**config.mk**
```make
export PLATFORM = sky130hd
export DESIGN_NAME = store_buffer_flat
export DESIGN_NICKNAME = d
export VERILOG_FILES = /design/src/rtl/store_buffer_if.sv /design/src/rtl/store_buffer.sv /design/src/flat_wrapper.sv
export SDC_FILE = /design/constraint.sdc
export NUM_CORES = 1
export LEC_CHECK = 0
export CAP_MARGIN = 20
export CORE_ASPECT_RATIO = 2
export CORE_MARGIN = 5
export CORE_UTILIZATION = 40
export CTS_BUF_LIST = sky130_fd_sc_hd__clkbuf_16
export DETAILED_ROUTE_END_ITERATION = 16
export DONT_BUFFER_PORTS = 1
export GPL_ROUTABILITY_DRIVEN = 1
export SYNTH_ARGS = -nofsm -noshare
export SYNTH_HDL_FRONTEND = slang
export SYNTH_SLANG_ARGS = --single-unit
```
**constraint.sdc**
```tcl
create_clock -name clk -period 8.9 [get_ports clk]
set_clock_uncertainty 0.1 [all_clocks]
set_input_delay 2.67 -clock clk [delete_from_list [all_inputs] [get_ports clk]]
set_output_delay 2.67 -clock clk [all_outputs]
set_load 0.005 [all_outputs]
```
**src/rtl/store_buffer_if.sv**
```systemverilog
// store_buffer_if: core load/store port and memory port of the store buffer.
interface store_buffer_if;
    logic        core_we;
    logic        core_re;
    logic [31:0] core_addr;
    logic [31:0] core_wdata;
    logic [3:0]  core_be;
    logic [31:0] core_rdata;
    logic        core_stall;
    logic        mem_req;
    logic        mem_we;
    logic [31:0] mem_addr;
    logic [31:0] mem_wdata;
    logic [3:0]  mem_be;
    logic        mem_ack;
    logic [31:0] mem_rdata;
    modport master (
        output core_we, core_re, core_addr, core_wdata, core_be, mem_ack, mem_rdata,
        input  core_rdata, core_stall, mem_req, mem_we, mem_addr, mem_wdata, mem_be
    );
    modport slave (
        input  core_we, core_re, core_addr, core_wdata, core_be, mem_ack, mem_rdata,
        output core_rdata, core_stall, mem_req, mem_we, mem_addr, mem_wdata, mem_be
    );
endinterface

```
**src/rtl/store_buffer.sv**
```systemverilog
// store_buffer: DEPTH-entry store FIFO draining to memory; define STORE_FWD_EN for load forwarding.
module store_buffer #(
    parameter int DEPTH = 4
) (
    input logic           clk,
    input logic           n_rst,
    store_buffer_if.slave bus
);
    localparam int PW = $clog2(DEPTH);
    localparam int CW = PW + 1;
    typedef enum logic [1:0] {IDLE, WR_REQ, RD_REQ} state_t;
    state_t        state_q, state_d;
    logic [PW-1:0] wr_ptr_q, wr_ptr_d, rd_ptr_q, rd_ptr_d;
    logic [CW-1:0] count_q, count_d;
    logic [29:0]   ent_addr_q [DEPTH];
    logic [29:0]   ent_addr_d [DEPTH];
    logic [31:0]   ent_data_q [DEPTH];
    logic [31:0]   ent_data_d [DEPTH];
    logic [3:0]    ent_be_q [DEPTH];
    logic [3:0]    ent_be_d [DEPTH];
    logic          full, empty, ack, enq, deq, load_done, fwd, eligible, unused_addr_lsb;
    logic [31:0]   fwd_data;
    assign unused_addr_lsb = ^bus.core_addr[1:0];
    assign full      = count_q == CW'(DEPTH);
    assign empty     = count_q == '0;
    assign ack       = bus.mem_ack & n_rst;
    assign enq       = bus.core_we & ~full;
    assign deq       = state_q == WR_REQ && ack;
    assign load_done = state_q == RD_REQ && ack;
`ifdef STORE_FWD_EN
    logic          match_any;
    logic [3:0]    lane_hit;
    logic [PW-1:0] idx;
    // Scanning oldest to youngest lets younger stores overwrite lanes.
    always_comb begin
        match_any = 1'b0;
        lane_hit  = '0;
        fwd_data  = '0;
        idx       = '0;
        for (int k = 0; k < DEPTH; k++) begin
            idx = rd_ptr_q + PW'(k);
            if (CW'(k) < count_q && ent_addr_q[idx] == bus.core_addr[31:2]) begin
                match_any = 1'b1;
                for (int l = 0; l < 4; l++) begin
                    if (bus.core_be[l] && ent_be_q[idx][l]) begin
                        lane_hit[l]        = 1'b1;
                        fwd_data[8*l +: 8] = ent_data_q[idx][8*l +: 8];
                    end
                end
            end
        end
    end
    assign fwd      = bus.core_re & match_any & (lane_hit == bus.core_be);
    assign eligible = ~match_any;
`else
    assign fwd      = 1'b0;
    assign fwd_data = '0;
    assign eligible = empty;
`endif
    always_comb begin
        wr_ptr_d   = wr_ptr_q + PW'(enq);
        rd_ptr_d   = rd_ptr_q + PW'(deq);
        count_d    = count_q + CW'(enq) - CW'(deq);
        ent_addr_d = ent_addr_q;
        ent_data_d = ent_data_q;
        ent_be_d   = ent_be_q;
        if (enq) begin
            ent_addr_d[wr_ptr_q] = bus.core_addr[31:2];
            ent_data_d[wr_ptr_q] = bus.core_wdata;
            ent_be_d[wr_ptr_q]   = bus.core_be;
        end
        state_d = state_q == IDLE ? (bus.core_re && !fwd && eligible ? RD_REQ : !empty ? WR_REQ : IDLE)
                : ack ? IDLE : state_q;
    end
    assign bus.mem_req    = state_q != IDLE;
    assign bus.mem_we     = state_q == WR_REQ;
    assign bus.mem_addr   = state_q == WR_REQ ? {ent_addr_q[rd_ptr_q], 2'b00}
                          : state_q == RD_REQ ? {bus.core_addr[31:2], 2'b00} : '0;
    assign bus.mem_wdata  = state_q == WR_REQ ? ent_data_q[rd_ptr_q] : '0;
    assign bus.mem_be     = state_q == WR_REQ ? ent_be_q[rd_ptr_q] : state_q == RD_REQ ? bus.core_be : '0;
    assign bus.core_rdata = load_done ? bus.mem_rdata : fwd ? fwd_data : '0;
    assign bus.core_stall = (bus.core_we & full) | (bus.core_re & ~fwd & ~load_done);
    always_ff @(posedge clk) begin
        if (!n_rst) begin
            state_q  <= IDLE;
            wr_ptr_q <= '0;
            rd_ptr_q <= '0;
            count_q  <= '0;
        end else begin
            state_q  <= state_d;
            wr_ptr_q <= wr_ptr_d;
            rd_ptr_q <= rd_ptr_d;
            count_q  <= count_d;
        end
    end
    always_ff @(posedge clk) begin
        ent_addr_q <= ent_addr_d;
        ent_data_q <= ent_data_d;
        ent_be_q   <= ent_be_d;
    end
endmodule

```
**src/flat_wrapper.sv**
```systemverilog
// flat-port wrapper written by rule: the top's interface ports become plain ports
module store_buffer_flat 
#(
    parameter int DEPTH = 4
)
  (clk, n_rst, bus_core_we, bus_core_re, bus_core_addr, bus_core_wdata, bus_core_be, bus_mem_ack, bus_mem_rdata, bus_core_rdata, bus_core_stall, bus_mem_req, bus_mem_we, bus_mem_addr, bus_mem_wdata, bus_mem_be);
  store_buffer_if bus_i ();
  input logic clk;
  input logic n_rst;
  input wire logic [$bits(bus_i.core_we)-1:0] bus_core_we;
  input wire logic [$bits(bus_i.core_re)-1:0] bus_core_re;
  input wire logic [$bits(bus_i.core_addr)-1:0] bus_core_addr;
  input wire logic [$bits(bus_i.core_wdata)-1:0] bus_core_wdata;
  input wire logic [$bits(bus_i.core_be)-1:0] bus_core_be;
  input wire logic [$bits(bus_i.mem_ack)-1:0] bus_mem_ack;
  input wire logic [$bits(bus_i.mem_rdata)-1:0] bus_mem_rdata;
  output wire logic [$bits(bus_i.core_rdata)-1:0] bus_core_rdata;
  output wire logic [$bits(bus_i.core_stall)-1:0] bus_core_stall;
  output wire logic [$bits(bus_i.mem_req)-1:0] bus_mem_req;
  output wire logic [$bits(bus_i.mem_we)-1:0] bus_mem_we;
  output wire logic [$bits(bus_i.mem_addr)-1:0] bus_mem_addr;
  output wire logic [$bits(bus_i.mem_wdata)-1:0] bus_mem_wdata;
  output wire logic [$bits(bus_i.mem_be)-1:0] bus_mem_be;
  assign bus_i.core_we = bus_core_we;
  assign bus_i.core_re = bus_core_re;
  assign bus_i.core_addr = bus_core_addr;
  assign bus_i.core_wdata = bus_core_wdata;
  assign bus_i.core_be = bus_core_be;
  assign bus_i.mem_ack = bus_mem_ack;
  assign bus_i.mem_rdata = bus_mem_rdata;
  assign bus_core_rdata = bus_i.core_rdata;
  assign bus_core_stall = bus_i.core_stall;
  assign bus_mem_req = bus_i.mem_req;
  assign bus_mem_we = bus_i.mem_we;
  assign bus_mem_addr = bus_i.mem_addr;
  assign bus_mem_wdata = bus_i.mem_wdata;
  assign bus_mem_be = bus_i.mem_be;
  store_buffer #(.DEPTH(DEPTH)) u_core (.clk(clk), .n_rst(n_rst), .bus(bus_i));
endmodule
```
**After elaboration in Yosys (flattened, before gate mapping)**

Index checks and enable logic that the tools add are counted.

- Register bits after elaboration: 273
- Word-level logic and storage cells: 71

- $add $sub $neg: 4
- Magnitude comparators: 3
- Equal/unequal tests: 3
- Mux-type cells: 28
- Bitwise operators: 9
- Reductions and logical operators: 8

Operators by type and width:

| cell | count |
|---|---|
| 2-to-1 mux 32 bit | 7 |
| bitwise mux 128 bit | 1 |
| bitwise mux 120 bit | 1 |
| 2-to-1 mux 30 bit | 3 |
| binary-select mux 32 bit (select 2 bit) | 1 |
| demux 32 bit (select 2 bit) | 1 |
| binary-select mux 30 bit (select 2 bit) | 1 |
| demux 30 bit (select 2 bit) | 1 |
| 2-to-1 mux 4 bit | 5 |
| bitwise mux 16 bit | 1 |
| binary-select mux 4 bit (select 2 bit) | 1 |
| demux 4 bit (select 2 bit) | 1 |
| greater-or-equal comparator 3 bit, second input constant | 2 |
| 2-to-1 mux 2 bit | 3 |
| NOT 2 -> 3 bit | 2 |
| adder 2 x 1 -> 2 bit | 2 |
| bitwise AND 1 bit | 4 |
| logical AND 1 bit | 4 |
| nonzero test 2 bit | 2 |
| adder 3 x 1 -> 3 bit | 1 |
| equality test 3 bit, second input constant | 1 |
| logical NOT 3 bit | 1 |
| less-than comparator 3 x 1 -> 1 bit, second input constant | 1 |
| subtractor 3 x 1 -> 3 bit | 1 |
| 6 further kinds | 7 |

**Logic depth before layout (Yosys ltp)**

Gate-level depths: netlist (run 1).

- Depth after elaboration: 6
- Gate-level depth with buffers: 11

**Worst setup path before layout (run 1)**

OpenSTA, ideal clock, no wires.

- Path type: input to register
- Start: input bus_core_we
- End: register u_core.ent_addr_q[60] in the netlist's numbering, enable pin
- Arrival time: 7.633 ns
- Setup slack: 0.582 ns
- Cell stages on the path: 2
- Path buffers: 0
- Cell sequence: o31ai_1 > nor3b_1

- Longest elaborated chain between the ends: 1

Ends and longest elaborated chain:

| what | RTL line | source |
|---|---|---|
| start: declaration | flat_wrapper.sv:10 | `input wire logic [$bits(bus_i.core_we)-1:0] bus_core_we;` |
| bitwise AND 1 bit | store_buffer.sv:27 | `assign enq = bus.core_we & ~full;` |
| end signal: assignment | store_buffer.sv:97 | `ent_addr_q <= ent_addr_d;` |
| end: declaration | store_buffer.sv:15 | `logic [29:0] ent_addr_q [DEPTH];` |

Every way passes these cells.
A chain may end at the register's enable or synchronous reset.

**Final worst setup path (run 1)**

- Start: input bus_mem_ack
- End: output bus_core_rdata[22]

- Longest elaborated chain between the ends: 3

Ends and longest elaborated chain:

| what | RTL line | source |
|---|---|---|
| start: declaration | flat_wrapper.sv:15 | `input wire logic [$bits(bus_i.mem_ack)-1:0] bus_mem_ack;` |
| bitwise AND 1 bit | store_buffer.sv:26 | `assign ack = bus.mem_ack & n_rst;` |
| logical AND 1 bit | store_buffer.sv:29 | `assign load_done = state_q == RD_REQ && ack;` |
| 2-to-1 mux 32 bit | store_buffer.sv:81 | `assign bus.core_rdata = load_done ? bus.mem_rdata : fwd ? fwd_data : '0;` |
| end: declaration | flat_wrapper.sv:17 | `output wire logic [$bits(bus_i.core_rdata)-1:0] bus_core_rdata;` |

Every way passes these cells.

==> results of run 1 <==
[synth_stat cells]
cell,instances
ha_1,4
nand3_1,1
and3_1,3
fa_1,1
o2bb2ai_1,1
xor2_1,2
buf_6,5
xnor2_1,2
buf_4,2
o21ai_0,1
conb_1,1
a32oi_1,1
and2_1,72
dfxtp_1,9
mux4_2,66
edfxtp_1,264
a22o_1,34
o31ai_1,1
nor3b_1,2
buf_2,8
clkbuf_1,14
nor3_1,2
nor2b_1,3
inv_1,9
nor2_1,2
buf_1,3
[flip-flops by register name, indices dropped and copies added (netlist names)]
register and cells:
u_core.count_q 3, u_core.ent_addr_q 120, u_core.ent_be_q 16, u_core.ent_data_q 128, u_core.rd_ptr_q 2, u_core.state_q 2
u_core.wr_ptr_q 2
[logic make-up after synthesis]
kind of cell / share of synthesized area, %
simple gates: 4.88
compound gates: 3.05
xor+xnor: 0.325
mux: 13.8
other cells: 0.0348
buf+inv: 1.94
fa+ha+maj: 0.651
flops: 75.3
[metal layers]
metal  part of all wire [%]  vias up  global-route usage (%)  wire length [um]
met5                      0        -                       0                 0
met4                    2.4        0                    4.49               522
met3                    6.5       34                    3.05              1420
met2                     57      185                    27.0             12300
met1                     35     2541                    15.0              7530
li1                       -     2076                       -                 -
[tightest hold or removal path, delay by kind of cell, from the launching register on]
kind,cells,cell delay (ns)
DFF,1,0.42
and+or+nand+nor,1,0.09
AOI/OAI and AO/OA,1,0.09
[final timing paths]
check / startpoint / to / slack [ns] / depth (start not counted)
hold reg to reg: u_core.state_q[1] / u_core.state_q[1] / 0.54 / 2
setup reg to reg: u_core.state_q[0] / u_core.count_q[2] / 5.96 / 10
setup / recovery: bus_mem_ack / bus_core_rdata[22] / 2.64 / 2
hold / removal: u_core.state_q[1] / u_core.state_q[1] / 0.54 / 2
[area by class of cell]
type | count | area, um^2
Multi-Input combinational cell | 200 | 2490
Fill cell | 2309 | 15000
Antenna cell | 2 | 5.00
Tap cell | 348 | 435
Clock inverter | 18 | 83.8
Inverter | 9 | 33.8
Timing Repair Buffer | 9 | 87.6
Sequential cell | 273 | 8120
Clock buffer | 23 | 576
[through the flow]
step / power [mW] / cell area (um^2) / setup WS [ns] / util, % / hold WS [ns]
CTS: 3.00 / 11800 / 2.63 / 44.0 / 0.539
global route: 3.08 / 11800 / 2.52 / 44.1 / 0.594
finish: 2.95 / 11800 / 2.64 / 44.1 / 0.541
global placement: 2.08 / 11100 / 2.65 / 41.5 / 0.499
floorplan: 1.97 / 10800 / 0.582 / - / 0.411
detailed placement: 2.09 / 11100 / 2.63 / 41.5 / 0.521
[where the power goes]
| part | internal (mW) | switching, mW | total (mW) |
|---|---|---|---|
| registers | 1.55 | 0.0489 | 1.60 |
| clock network | 0.471 | 0.430 | 0.901 |
| logic | 0.189 | 0.261 | 0.450 |
| total | 2.21 | 0.740 | 2.95 |
==> reports/results.txt, run 1 <==
First-pass GRT wire length - 33.0 mm
Routability Congestion - 0.712
DRC - 0
Total Neg Setup Slack - 0 ns
Hold Crit Class - reg2reg
Leading area contributor after synthesis - edfxtp_1
Gr ovfl total - 0
Delay-heaviest family, CP - simple AND/OR/NAND/NOR gates
Critical Path AT - 3.49 ns
Mapped Area - 0.0108 mm^2
Avg Inst Size Synth - 21.0 um^2
DR vias - 4836
Initial cell density of the core - 40.2%
DPL Wire Length - 13.1 mm
Leakage - 3.71 nW
Chip Width - 126 um
WL/cell - 24.7 um
Most frequent cells in the layout - 264 x edfxtp_1, 72 x and2_1, 66 x mux4_2
# resized after CTS - 0
Fin crit share - 70.4%
CTS Sinks - 273
Worst path required time - 6.13 ns
Max Root-Sink Buffers - 3
Vias/cell - 5.48
Actual slew at the worst max-slew pin - 1.07 ns
Count of hold-fix buffers inserted at cts - 0
Crit-path max cell delay - 0.57 ns
Hold Fails Final Rpt - 0
Placed Cells incl. Taps - 838
Crit Path Category - in2out
CP max-delay cell - and3_1
Chip height - 242 um
Synth warn - 0
Min Tclk post-route - 6.26 ns
Crit path cell chain - and3_1 -> and2_1
Initial antenna violation count - 1
TritonCTS clock tree - yes
Largest net degree at the start of global routing - 69
Share of layout cells above drive strength 1 - 21.4%
Unrepaired setup endpoints after global routing - false
Post-synthesis sequential area ratio - 75.3%
Post-CTS Setup Repair Bufs - 0
Synth unique cells - 26
H-Tree Depth - 1
Worst Path Buf+Inv - 0
Fin. max-slew vios - 0
Ports - 208
Commonest non-fill, non-tap cell in the layout - edfxtp_1
Fin cells - 882
# nets final - 626
CP Launch Type - primary input
DRT Pass-1 Iters - 4
Inserted Clock Buffers - 23
Clk_lat worst skew - 0.51 ns
Port Buf Inserts - 0
Status - finished clean
Max_cap viols - 0
VDD IR-drop max - 168 uV
Core area - 0.0268 mm^2
Initial drt markers - 237
Synthesized instance count - 513
# setup viols final - 0
WL final - 21.8 mm
Area growth syn-to-layout - 9.83%
Synth top area cells - edfxtp_1 74%, mux4_2 14%, and2_1 4.2%
Die Area - 0.0305 mm^2
GRT Resource Usage Total - 14.0%
Relative slew slack - 28.9%
Root Driver - clkbuf_16
Setup crit end kind - primary output
ANT nets after route - 0
Synth Register Bits - 273
Pwr dens - 249 mW/mm^2
CP Max Fanout - 33
Row count - 85
Worst-path clk slew - 0.07 ns
Fmax - 160 MHz
Synth top area share - 73.6%
Vias in the first global route - 5411
Power figures use the tool's default switching activity.
==> run 2: changes to the inputs <==
Clock period 8.9 ns to 5.4 ns, I/O delays scaled along.
==> reports/results.txt, run 2 (synthesis gave the netlist of run 1 again) <==
Status - finished clean
Worst-path clk slew - 0.07 ns
# setup viols final - 0
Root Driver - clkbuf_16
Clk_lat worst skew - 0.52 ns
Top reg by flops - u_core.ent_data_q
First-pass GRT wire length - 32.0 mm
Fin crit share - 77.0%
Worst R2R Start - u_core.state_q[0]
Max reg flops - 128
WL/cell - 24.2 um
Fin cells - 883
DRC - 0
CP Launch Type - register
Initial antenna violation count - 0
Inserted Clock Buffers - 24
Max_cap viols - 0
Vias/cell - 5.45
Crit-path max cell delay - 0.66 ns
Crit path cell chain - nor2b_4 -> buf_4 -> and3_1 -> and2_1
Ports - 208
Chip Width - 126 um
Core area - 0.0268 mm^2
N_diodes - 0
Most frequent cells in the layout - 264 x edfxtp_1, 72 x and2_1, 66 x mux4_2
Hold slack - 0.543 ns
Relative slew slack - 28.4%
DR vias - 4811
DRT Pass-1 Iters - 4
Critical Path AT - 2.44 ns
Chip height - 242 um
R2r setup slk - 2.48 ns
Crit Path Category - reg2out
DPL Wire Length - 12.5 mm
Die Area - 0.0305 mm^2
Actual slew at the worst max-slew pin - 1.07 ns
Commonest non-fill, non-tap cell in the layout - edfxtp_1
Count of hold-fix buffers inserted at cts - 0
Row count - 85
Vias in the first global route - 5219
Hold Crit Class - reg2reg
VDD IR-drop max - 306 uV
Leakage - 3.79 nW
Routability Congestion - 0.712
Max Root-Sink Buffers - 3
Gr ovfl total - 0
Placed Cells incl. Taps - 838
WL final - 21.3 mm
R2R Path End - u_core.count_q[2]
R2R depth - 10
Area growth syn-to-layout - 11.1%
Share of layout cells above drive strength 1 - 21.5%
Hold Crit Start - u_core.state_q[1]
Worst path required time - 3.68 ns
ANT nets after route - 0
H-Tree Depth - 1
GRT Resource Usage Total - 13.6%
Fmax - 240 MHz
Post-CTS Setup Repair Bufs - 0
WHS Endpoint - u_core.state_q[1]
Hold depth - 2
Largest net degree at the start of global routing - 69
Unrepaired setup endpoints after global routing - false
Initial drt markers - 311
Pwr dens - 427 mW/mm^2
Initial cell density of the core - 40.2%
Min Tclk post-route - 4.16 ns
TritonCTS clock tree - yes
Hold Fails Final Rpt - 0
# nets final - 627
CP Max Fanout - 35
CTS Sinks - 273
Setup crit end kind - primary output
Port Buf Inserts - 0
Fin. max-slew vios - 0
CP max-delay cell - and3_1
# resized after CTS - 0
Largest regs - u_core.ent_data_q: 128 flops, u_core.ent_addr_q: 120 flops, u_core.ent_be_q: 16 flops
-- run 2: changes by cell type in the layout (fill, tap and decap cells not counted), sizes merged --
| cell | previous run | this run |
|---|---|---|
| clkbuf | 23 | 25 |
| clkinv | 13 | 6 |
| bufinv | 0 | 4 |
| inv | 13 | 17 |
| diode | 2 | 0 |
-- run 2: per-layer routing --
| layer | up-vias | global-route usage [%] | part of all wire [%] |
|---|---|---|---|
| met5 | - | 0 | 0 |
| met4 | 0 | 4.90 | 2.7 |
| met3 | 35 | 3.35 | 6.8 |
| met2 | 186 | 25.7 | 55 |
| met1 | 2512 | 14.5 | 35 |
| li1 | 2078 | - | - |
-- run 2: area by class of cell --
class | instances | area, um^2
Clock inverter | 19 | 183
Tap cell | 348 | 435
Inverter | 9 | 33.8
Multi-Input combinational cell | 200 | 2490
Fill cell | 2278 | 14800
Clock buffer | 25 | 626
Timing Repair Buffer | 9 | 80.1
Sequential cell | 273 | 8120
-- run 2: how the worst max path moves through the flow --
stage	startpoint	to	slack, ns
4_1_cts	u_core.state_q[1]	bus_core_rdata[29]	1.18
3_5_place_dp	bus_mem_ack	bus_core_rdata[29]	1.23
3_3_place_gp	bus_mem_ack	bus_core_rdata[29]	1.25
5_1_grt	u_core.state_q[1]	bus_core_rdata[18]	1.05
6_report	u_core.state_q[1]	bus_core_rdata[18]	1.24
2_1_floorplan	bus_core_we	u_core.ent_addr_q[60]	-1.87
-- run 2: stage by stage --
stage               TNS, ns  setup WS [ns]  total power, mW  cell area, um^2  utilization, %
floorplan           -343.35          -1.87             3.24            10800               -
detailed placement        0           1.23             3.45            11100            41.5
global route              0           1.05             5.33            12000            44.6
finish                    0           1.24             5.11            12000            44.6
CTS                       0           1.18             5.20            11900            44.6
global placement          0           1.25             3.42            11100            41.5
-- run 2: power by group --
part / internal, mW / switching [mW]
clock network: 1.02 / 0.711
registers: 2.56 / 0.0597
logic: 0.311 / 0.449
total: 3.89 / 1.22
-- run 2: critical path: cells and delay by family (launching register included) --
family,cells,cell delay (ns)
buf+inv,1,0.42
flops,1,0.42
simple gates,3,1.08
==> run 3: changes to the inputs <==
Clock period 5.4 ns to 4.1 ns, I/O delays scaled along.
==> reports/results.txt, run 3 (synthesis gave the netlist of run 1 again) <==
Fmax - 279 MHz
Worst path required time - 2.77 ns
VDD IR-drop max - 387 uV
Worst-path clk slew - 0.06 ns
Port Buf Inserts - 0
DRC - 0
Chip height - 242 um
H-Tree Depth - 1
Min Tclk post-route - 3.58 ns
Max_cap viols - 0
Root Driver - clkbuf_16
Status - finished clean
Critical Path AT - 2.25 ns
Vias/cell - 5.46
Routability Congestion - 0.703
Wl on met1 - 7.27 mm
Max Root-Sink Buffers - 3
Top reg by flops - u_core.ent_data_q
Fin crit share - 87.3%
Inserted Clock Buffers - 23
First-pass GRT wire length - 32.5 mm
Max Used Layer - met4
Share of layout cells above drive strength 1 - 21.8%
CP Launch Type - register
Relative slew slack - 27.4%
Largest regs - u_core.ent_data_q: 128 flops, u_core.ent_addr_q: 120 flops, u_core.ent_be_q: 16 flops
Ports - 208
# resized after CTS - 0
Commonest non-fill, non-tap cell in the layout - edfxtp_1
Total Neg Setup Slack - 0 ns
Hold slack - 0.530 ns
Die Area - 0.0305 mm^2
Count of hold-fix buffers inserted at cts - 0
Hold Fails Final Rpt - 0
Worst R2R Start - u_core.count_q[2]
Unrepaired setup endpoints after global routing - false
Hold Crit Class - reg2reg
Crit path cell chain - buf_12 -> mux4_2 -> a22o_1
Max reg flops - 128
DPL Wire Length - 14.0 mm
DR vias - 4831
Gr ovfl total - 0
# setup viols final - 0
Critical Path Start - u_core.rd_ptr_q[0]
TritonCTS clock tree - yes
CTS Sinks - 273
N_diodes - 0
Met3 wire length - 1.27 mm
Vias in the first global route - 5417
Most frequent cells in the layout - 264 x edfxtp_1, 72 x and2_1, 66 x mux4_2
Actual slew at the worst max-slew pin - 1.08 ns
Post-CTS Setup Repair Bufs - 0
ANT nets after route - 0
Area growth syn-to-layout - 11.0%
Chip Width - 126 um
WL final - 21.5 mm
Largest net degree at the start of global routing - 36
Leakage - 3.76 nW
# nets final - 631
Setup crit end kind - primary output
Met2 wire length - 12.4 mm
CP max-delay cell - dfxtp_4
Hold Crit Start - u_core.state_q[1]
GRT Resource Usage Total - 13.9%
Row count - 85
Core area - 0.0268 mm^2
WL/cell - 24.2 um
Fin. max-slew vios - 0
Initial antenna violation count - 0
DRT Pass-1 Iters - 4
Crit Path Category - reg2out
Clk_lat worst skew - 0.51 ns
Initial drt markers - 314
Initial cell density of the core - 40.2%
Crit-path max cell delay - 0.56 ns
Pwr dens - 548 mW/mm^2
CP Max Fanout - 34
[run 3: cell count changes in the layout (fill, tap and decap cells not counted), sizes merged]
| cell | delta |
|---|---|
| bufinv | -2 |
| buf | +5 |
| clkbuf | -2 |
| inv | -4 |
| clkinv | +5 |
[run 3: worst paths after layout]
path              depth (start not counted)           endpoint  slack, ns
setup / recovery                          3   bus_mem_addr[29]       0.52
hold / removal                            2  u_core.state_q[1]       0.53
setup reg to reg                          8  u_core.count_q[2]       1.22
hold reg to reg                           2  u_core.state_q[1]       0.53
[run 3: through the flow]
stage	cell area (um^2)	setup slack, ns	instances	power (mW)	util, %
6_report	12000	0.521	885	6.54	44.6
5_1_grt	12000	0.371	885	6.85	44.6
4_1_cts	12000	0.436	885	6.66	44.6
3_5_place_dp	11200	0.650	844	4.58	42.0
3_3_place_gp	11200	0.694	844	4.55	42.0
2_1_floorplan	10800	0.373	514	4.25	-
[run 3: cell type report]
cell class	count	area, um^2
multi-input combinational	200	2510
clock inverter	18	131
sequential	273	8120
timing repair buffer	14	155
tap	348	435
inverter	9	33.8
clock buffer	23	576
fill	2277	14800
[run 3: metal layers]
metal / GRT usage (%) / up-vias
met4: 4.93 / 0
li1: - / 2084
met2: 27.1 / 165
met1: 14.3 / 2554
met5: 0 / -
met3: 2.76 / 28
[run 3: report_power, final]
part           leakage (nW)  internal [mW]  total, mW  switching [mW]
clock                 0.354           1.15       2.06           0.919
combinational         0.909          0.438       1.02           0.586
sequential             2.49           3.36       3.46          0.0932
total                  3.76           4.95       6.54            1.60
[run 3: worst max-delay path: cells and delay by family (launching register included)]
family	cells	cell delay [ns]
multiplexers	1	0.55
flip-flops	1	0.56
AO/OA/AOI/OAI	1	0.25
buffers and inverters	1	0.31
